===== src/rtl/ser_link_tx_framer.sv =====
// ser_link_tx_framer
// Transmit-side framer for the 4-lane DDR serial link. Accepts parallel flits
// and emits one header beat, FlitWidth/8 data beats (LSB byte first) and an
// optional CRC-8 beat. Each beat is a rising-phase and a falling-phase nibble.
// Credit-based flow control: one credit per accepted flit, returned by
// single-cycle credit pulses from the far-end receiver.
//
// Build option:
//   SER_LINK_TX_CRC8_EN  when defined, a CRC-8 beat (poly 0x07, init 0x00,
//                        MSB first, no final XOR) closes every frame.
//
// Ports:
//   clk_i         core clock
//   rst_i         asynchronous active-high reset
//   flit_i        flit payload
//   flit_valid_i  payload valid
//   flit_ready_o  payload accepted when valid and ready are both high
//   credit_i      single-cycle pulse, receiver freed one buffer
//   ddr_pos_o     rising-phase nibble, bit i drives lane i
//   ddr_neg_o     falling-phase nibble, bit i drives lane i
//   ddr_clk_en_o  forwarded-clock enable, high on every non-idle beat
//   credits_o     current credit count
//   credit_ovf_o  sticky, credit returned while already at MaxCredits
module ser_link_tx_framer #(
  parameter int unsigned FlitWidth  = 64,
  parameter int unsigned MaxCredits = 8
) (
  input  logic                               clk_i,
  input  logic                               rst_i,
  input  logic [FlitWidth-1:0]               flit_i,
  input  logic                               flit_valid_i,
  output logic                               flit_ready_o,
  input  logic                               credit_i,
  output logic [3:0]                         ddr_pos_o,
  output logic [3:0]                         ddr_neg_o,
  output logic                               ddr_clk_en_o,
  output logic [$clog2(MaxCredits+1)-1:0]    credits_o,
  output logic                               credit_ovf_o
);

  localparam int unsigned NB    = FlitWidth / 8;
  localparam int unsigned CntW  = (NB > 1) ? $clog2(NB) : 1;
  localparam int unsigned CredW = $clog2(MaxCredits + 1);

  localparam logic [3:0] HdrPos = 4'hA;
  localparam logic [3:0] HdrNeg = 4'h5;

  typedef enum logic [1:0] {
    S_IDLE,
    S_HDR,
`ifdef SER_LINK_TX_CRC8_EN
    S_DATA,
    S_CRC
`else
    S_DATA
`endif
  } state_t;

  state_t               state_q, state_d;
  logic [CntW-1:0]      cnt_q, cnt_d;
  logic [FlitWidth-1:0] sh_q, sh_d;
  logic [3:0]           pos_q, pos_d;
  logic [3:0]           neg_q, neg_d;
  logic                 en_q, en_d;
  logic [CredW-1:0]     cred_q;
  logic                 ovf_q;
  logic                 last_c;
  logic                 accept_c;
  logic                 final_data_c;

`ifdef SER_LINK_TX_CRC8_EN
  logic [7:0]           crc_q, crc_d;

  // One byte of CRC-8 (poly 0x07), MSB first.
  function automatic logic [7:0] crc8_byte(input logic [7:0] crc, input logic [7:0] data);
    logic [7:0] r;
    r = crc ^ data;
    for (int i = 0; i < 8; i++) begin
      r = r[7] ? ((r << 1) ^ 8'h07) : (r << 1);
    end
    return r;
  endfunction
`endif

  assign final_data_c = (state_q == S_DATA) && (cnt_q == CntW'(NB - 1));

  // The beat currently being prepared is the last of its frame.
`ifdef SER_LINK_TX_CRC8_EN
  assign last_c = (state_q == S_CRC);
`else
  assign last_c = final_data_c;
`endif

  // Ready depends on registered state and credits only.
  assign flit_ready_o = ((state_q == S_IDLE) || last_c) && (cred_q != '0);
  assign accept_c     = flit_valid_i && flit_ready_o;

  // Next-state, payload shifter and next beat.
  always_comb begin
    state_d = state_q;
    cnt_d   = cnt_q;
    sh_d    = sh_q;
    pos_d   = 4'h0;
    neg_d   = 4'h0;
    en_d    = 1'b0;
`ifdef SER_LINK_TX_CRC8_EN
    crc_d   = crc_q;
`endif

    case (state_q)
      S_IDLE: begin
        if (accept_c) state_d = S_HDR;
      end

      S_HDR: begin
        pos_d   = HdrPos;
        neg_d   = HdrNeg;
        en_d    = 1'b1;
        cnt_d   = '0;
        state_d = S_DATA;
`ifdef SER_LINK_TX_CRC8_EN
        crc_d   = 8'h00;
`endif
      end

      S_DATA: begin
        // Low byte of the shifter is the byte on the wire this beat.
        pos_d = sh_q[3:0];
        neg_d = sh_q[7:4];
        en_d  = 1'b1;
        sh_d  = sh_q >> 8;
`ifdef SER_LINK_TX_CRC8_EN
        crc_d = crc8_byte(crc_q, sh_q[7:0]);
`endif
        if (final_data_c) begin
`ifdef SER_LINK_TX_CRC8_EN
          state_d = S_CRC;
`else
          state_d = accept_c ? S_HDR : S_IDLE;
`endif
        end else begin
          cnt_d = cnt_q + CntW'(1);
        end
      end

`ifdef SER_LINK_TX_CRC8_EN
      S_CRC: begin
        pos_d   = crc_q[3:0];
        neg_d   = crc_q[7:4];
        en_d    = 1'b1;
        state_d = accept_c ? S_HDR : S_IDLE;
      end
`endif

      default: begin
        state_d = S_IDLE;
      end
    endcase

    // Capture overrides the shift; accept only happens in IDLE or the last beat.
    if (accept_c) sh_d = flit_i;
  end

  // State, payload and registered lane outputs.
  always_ff @(posedge clk_i or posedge rst_i) begin
    if (rst_i) begin
      state_q <= S_IDLE;
      cnt_q   <= '0;
      sh_q    <= '0;
      pos_q   <= 4'h0;
      neg_q   <= 4'h0;
      en_q    <= 1'b0;
`ifdef SER_LINK_TX_CRC8_EN
      crc_q   <= 8'h00;
`endif
    end else begin
      state_q <= state_d;
      cnt_q   <= cnt_d;
      sh_q    <= sh_d;
      pos_q   <= pos_d;
      neg_q   <= neg_d;
      en_q    <= en_d;
`ifdef SER_LINK_TX_CRC8_EN
      crc_q   <= crc_d;
`endif
    end
  end

  // Credit counter; simultaneous accept and credit cancel out.
  always_ff @(posedge clk_i or posedge rst_i) begin
    if (rst_i) begin
      cred_q <= CredW'(MaxCredits);
      ovf_q  <= 1'b0;
    end else if (accept_c && !credit_i) begin
      cred_q <= cred_q - CredW'(1);
    end else if (!accept_c && credit_i) begin
      if (cred_q == CredW'(MaxCredits)) begin
        ovf_q <= 1'b1;
      end else begin
        cred_q <= cred_q + CredW'(1);
      end
    end
  end

  assign ddr_pos_o    = pos_q;
  assign ddr_neg_o    = neg_q;
  assign ddr_clk_en_o = en_q;
  assign credits_o    = cred_q;
  assign credit_ovf_o = ovf_q;

endmodule


===== config.mk =====
export PLATFORM = sky130hd
export DESIGN_NAME = ser_link_tx_framer
export DESIGN_NICKNAME = d
export VERILOG_FILES = /design/src/rtl/ser_link_tx_framer.sv
export SDC_FILE = /design/constraint.sdc
export NUM_CORES = 1
export LEC_CHECK = 0
export ABC_AREA = 1
export CORE_ASPECT_RATIO = 2
export CORE_UTILIZATION = 48
export CTS_CLUSTER_DIAMETER = 80
export DETAILED_ROUTE_END_ITERATION = 10
export GPL_TIMING_DRIVEN = 0
export PLACE_DENSITY = 0.83
export SLEW_MARGIN = 20
export SYNTH_ARGS = -nofsm -noshare
export SYNTH_HDL_FRONTEND = slang
export SYNTH_SLANG_ARGS = --single-unit

===== constraint.sdc =====
create_clock -name clk_i -period 5.22 [get_ports clk_i]
set_input_delay 1.044 -clock clk_i [delete_from_list [all_inputs] [get_ports clk_i]]
set_output_delay 1.044 -clock clk_i [all_outputs]
set_load 0.005 [all_outputs]

# == Word level (Yosys, flattened, before mapping) ==
# Cells that the tools add are included.
# totals
reg_bits,83
# op_classes
n_mux,14
bitwise,1
n_eq_ne,8
n_reduce_logical,18
n_addsub,3
# op_table
op,n
$mux W64,2
$pmux W4 S2,2
$mux W4,3
$ne A2 B2 Y1 const B,4
$pmux W2 S3,1
$pmux W3 S2,1
$reduce_and A2 Y1,3
$reduce_bool A2 Y1,3
$logic_and A1 B1 Y1,5
$add A4 B1 Y4 const B,1
$eq A4 B4 Y1 const B,1
$mux W2,2
$reduce_bool A4 Y1,1
$sub A4 B1 Y4 const B,1
$add A3 B1 Y3 const B,1
$eq A3 B3 Y1 const B,1
$mux W3,1
$reduce_and A3 Y1,1
$eq A2 B1 Y1 const B,1
$eq A2 B2 Y1 const B,1
$logic_not A1 Y1,2
$logic_not A2 Y1,1
$mux W1,2
$reduce_or A2 Y1,1
other kinds (2),2

# == Depth between registers and ports, before layout ==
# logic_depth
depth_word,9
ltp_mapped,16
mapped_depth_nobuf,15

# == Worst setup path before layout ==
# OpenSTA, ideal clock, no wires.
# synth_path
kind,input-to-reg
startpoint,input port flit_valid_i
endpoint,"register cred_q[2], in the netlist credits_o[2]"
setup_ps,130
n_path_buf,1
stages,11
t_arrival_ps,2239
t_required_ps,5090
slack_ps,2851
cell_sequence,nand3_4 inv_2 buf_2 ha_1 nand2_1 inv_1 nor2_1 ha_1 a21oi_1 xor2_1 o21ai_0
# synth_between
elab_chain_cells,5
# synth_lines
element,line_no,source
"start, declared",31,"input logic flit_valid_i,"
$logic_and A1 B1 Y1 (*),96,assign accept_c = flit_valid_i && flit_ready_o;
$logic_not A1 Y1,196,end else if (!accept_c && credit_i) begin
$logic_and A1 B1 Y1,196,
$reduce_bool A2 Y1 (no line),n/a,
$reduce_and A2 Y1 (no line),n/a,
"end signal, assigned",192,cred_q <= CredW'(MaxCredits);
"end signal, assigned",195,cred_q <= cred_q - CredW'(1);
"end signal, assigned",200,cred_q <= cred_q + CredW'(1);
"end, declared",65,logic [CredW-1:0] cred_q;
# Every way passes the cells marked *; elsewhere a longest branch is shown, timed or not.
# A chain may end at the register's enable or synchronous reset.

# == Worst setup path in the final report ==
# layout_path
startpoint,register cnt_q[0]
endpoint,output port flit_ready_o
# layout_between
elab_chain_cells,4
# layout_lines
element,line_no,source
"start, declared",60,"logic [CntW-1:0] cnt_q, cnt_d;"
"start signal, assigned",178,cnt_q <= cnt_d;
$eq A3 B3 Y1,85,assign final_data_c = (state_q == S_DATA) && (cnt_q == CntW'(NB - 1));
$logic_and A1 B1 Y1,85,
$logic_or A1 B1 Y1,95,assign flit_ready_o = ((state_q == S_IDLE) || last_c) && (cred_q != '0);
$logic_and A1 B1 Y1,95,
"end, declared",32,"output logic flit_ready_o,"
# No other way between the ends.

==> run_results.csv <==
group,metric,value,unit
status,status,"finished, final reports clean",
layout,drive_gt1_share,8.11,%
timing,fin_crit_sh,56.2,%
logic_synthesis,synth-edff-count,0,
placed_design,hpwl,7210,um
power_and_ir_drop,p_sw,1.07,mW
route,via_per_inst,5.42,
global_route,grt_usage,24.7,%
clocking,clock_latency,0.34,ns
timing,max_clock_freq,341,MHz
logic_synthesis,synth_area_per_cell,8.74,sq um
timing,min_period,2.94,ns
floorplan,die_x,66.4,um
clocking,htree_levels,3,
power_and_ir_drop,combPwrFrac,40.7,%
setup_path,cp.arrival,1.89,ns
layout,fin_nets,628,
power_and_ir_drop,power_switching_share,37.4,%
timing,hold_viol,0,
setup_path,cp_data_required_time,4.18,ns
setup_path,crit_path_end_kind,"output port",
logic_synthesis,syn_nets,534,
global_route,antenna_found_initial,0,
clocking,numCtsBuffers,9,
floorplan,start_util,49.8,%
timing,slew_headroom,65.5,%
logic_synthesis,ys_seq_area_share,52.1,%
timing,setup_slack,2.28,ns
timing,setup_violations,0,
logic_synthesis,synth_top_area_cell,"dfrtp_1",
clocking,cts_tree,"yes",
floorplan,core_area,0.00800,sq mm
layout,num_antenna_cells,0,
logic_synthesis,syn_inst,456,
setup_path,worst-setup-path-type,"reg2out",
clocking,cts_setup_buffers,0,
power_and_ir_drop,clockPowerShare,20.6,%
route,detail_route.wl_per_cell,14.9,um
global_route,grt_pass1_vias,3534,
timing,clock-skew-final,0.00634,ns
logic_synthesis,ys_top_cells_by_area,"dfrtp_1 51%, nand3_1 21%, nand2_1 10%",
logic_synthesis,async_flop_share,100,%
route,dr.pass1.iters,7,
placed_design,portBuffers,82,
floorplan,fp-row-count,46,
logic_synthesis,ys.flop_type,"dfrtp_1",
route,vias,3529,
clocking,cts_sinks,83,
logic_synthesis,yosys.cell_types.count,25,
placed_design,place_ws,2.08,ns
power_and_ir_drop,power.leakage,2.49,nW
logic_synthesis,synth_top_area_share,51.5,%
power_and_ir_drop,power_frac_seq,38.7,%
global_route,grt_pass1_wl,16000,um
clocking,clockBufferDepth,2,
route,drc,0,
clocking,hold_buffers,0,
clocking,cts_resized,0,
floorplan,die_h,131,um
timing,grt_setup_unrepaired,"no",
layout,nFillCells,681,
route,wl,9690,um
logic_synthesis,ys_ff_latch,83,
placed_design,gp_congestion,0.853,
global_route,grt_max_degree,52,
logic_synthesis,syn_area,0.00399,sq mm
global_route,grt_overflow_total,0,
timing,report.final.slew_viol_count,0,
clocking,clockRootBuffer,"clkbuf_16",
setup_path,start_kind,"register",
floorplan,io_pins,83,
route,drt.antenna.violating_nets,0,
setup_path,cp_max_fo,3,
hold_path,min_path_type,"reg2reg",
route,drt-initial-drc-count,312,
power_and_ir_drop,p_per_area,548,mW/mm^2
timing,fin_setup_tns,0,ns
timing,worstMarginPinSlew,0.517,ns
power_and_ir_drop,vdd.ir_drop.worst,277,uV
floorplan,dieArea,0.00870,sq mm
power_and_ir_drop,p_int,1.79,mW
clocking,path_clk_slew,0.06,ns
layout,area_growth,31.3,%
logic_synthesis,ys_warn_count,0,
job,maxCapViolCount,0,
==> cells in the final DEF, fill, tap and decap left out, drive strengths merged <==
cell,count
inv,25
ha,10
nor2,4
dfstp,1
nand2,107
dfrtp,82
xnor2,2
o2111ai,1
nand4,1
clkbuf,20
or2,1
o211ai,4
clkinvlp,1
xor2,1
buf,29
nand3,172
a41o,1
a21oi,5
o21ai,6
clkdlybuf4s50,82
==> Yosys cell counts, drive strengths merged (2+ instances only) <==
master	number
a21oi	5
buf	28
clkbuf	5
dfrtp	82
ha	10
inv	25
nand2	107
nand3	172
nor2	4
o211ai	4
o21ai	6
xnor2	2
==> metrics by stage <==
stage | instance area (sq um) | utilization, % | std cells | hold slack, ns | power, mW
after floorplan | 3990 | - | 456 | 0.434 | 1.89
after global placement | 4930 | 61.6 | 634 | 0.446 | 2.22
after detailed placement | 4960 | 62.0 | 635 | 0.463 | 2.28
after CTS | 5230 | 65.4 | 651 | 0.477 | 2.87
after global routing | 5230 | 65.4 | 651 | 0.501 | 3.07
final | 5230 | 65.4 | 651 | 0.471 | 2.87
==> critical path, stage by stage (launching register included) <==
cell and delay (ns):
dfrtp_1 0.40, ha_1 0.22, ha_1 0.19, nand2_1 0.09, nand2_1 0.11, nand2_1 0.08, inv_1 0.03, clkdlybuf4s50_1 0.44
==> state kept, by name, indices dropped and copies added, names as in the netlist <==
signal        cells
cnt_q             3
credit_ovf_o      1
credits_o         4
ddr_clk_en_o      1
ddr_neg_o         4
ddr_pos_o         4
sh_q             64
state_q           2
==> power groups by stage <==
stage	Sequential [mW]	Combinational [mW]	Clock [mW]
after CTS	1.11	1.17	0.594
after global routing	1.14	1.31	0.618
final	1.11	1.17	0.590
after global placement	1.10	1.12	0
after floorplan	1.06	0.821	0
after detailed placement	1.11	1.16	0
==> area by class of cell <==
cell class | instances | area, sq um | area share [%]
multi-input combinational | 315 | 1560 | 29.9
buffer | 33 | 251 | 4.81
tap | 96 | 120 | 2.30
timing repair buffer | 83 | 848 | 16.2
inverter | 25 | 96.3 | 1.84
clock inverter | 1 | 7.51 | 0.143
sequential | 83 | 2080 | 39.7
clock buffer | 15 | 268 | 5.12
==> worst paths after layout <==
check | start | end | slack, ns | cells after the start
setup reg to reg | cnt_q[0] | credits_o[2] | 2.71 | 15
min in group asynchronous | rst_i | credits_o[2] | 1.07 | 2
setup / recovery | cnt_q[0] | flit_ready_o | 2.28 | 7
max in group asynchronous | rst_i | credits_o[3] | 3.53 | 3
hold / removal | sh_q[2] | ddr_pos_o[2] | 0.47 | 2
hold reg to reg | sh_q[2] | ddr_pos_o[2] | 0.47 | 2
==> per-layer routing <==
| layer | vias to the layer above | track usage, % | part of all wire (%) |
|---|---|---|---|
| met4 | 0 | 13.3 | 3.2 |
| met1 | 1659 | 26.9 | 37 |
| met5 | - | 0 | 0 |
| met2 | 122 | 44.9 | 56 |
| met3 | 28 | 3.56 | 4.4 |
| li1 | 1720 | - | - |
==> cell families after synthesis <==
kind of cell | after synthesis | synth area share (%)
and+or+nand+nor | 285 | 32.8
buffers and inverters | 58 | 8.66
xor gates and xnor gates | 3 | 0.659
AOI/OAI and AO/OA | 17 | 2.61
DFF | 83 | 52.1
adders and majority gates | 10 | 3.14
No activity file was read; power rests on OpenSTA's default activity.
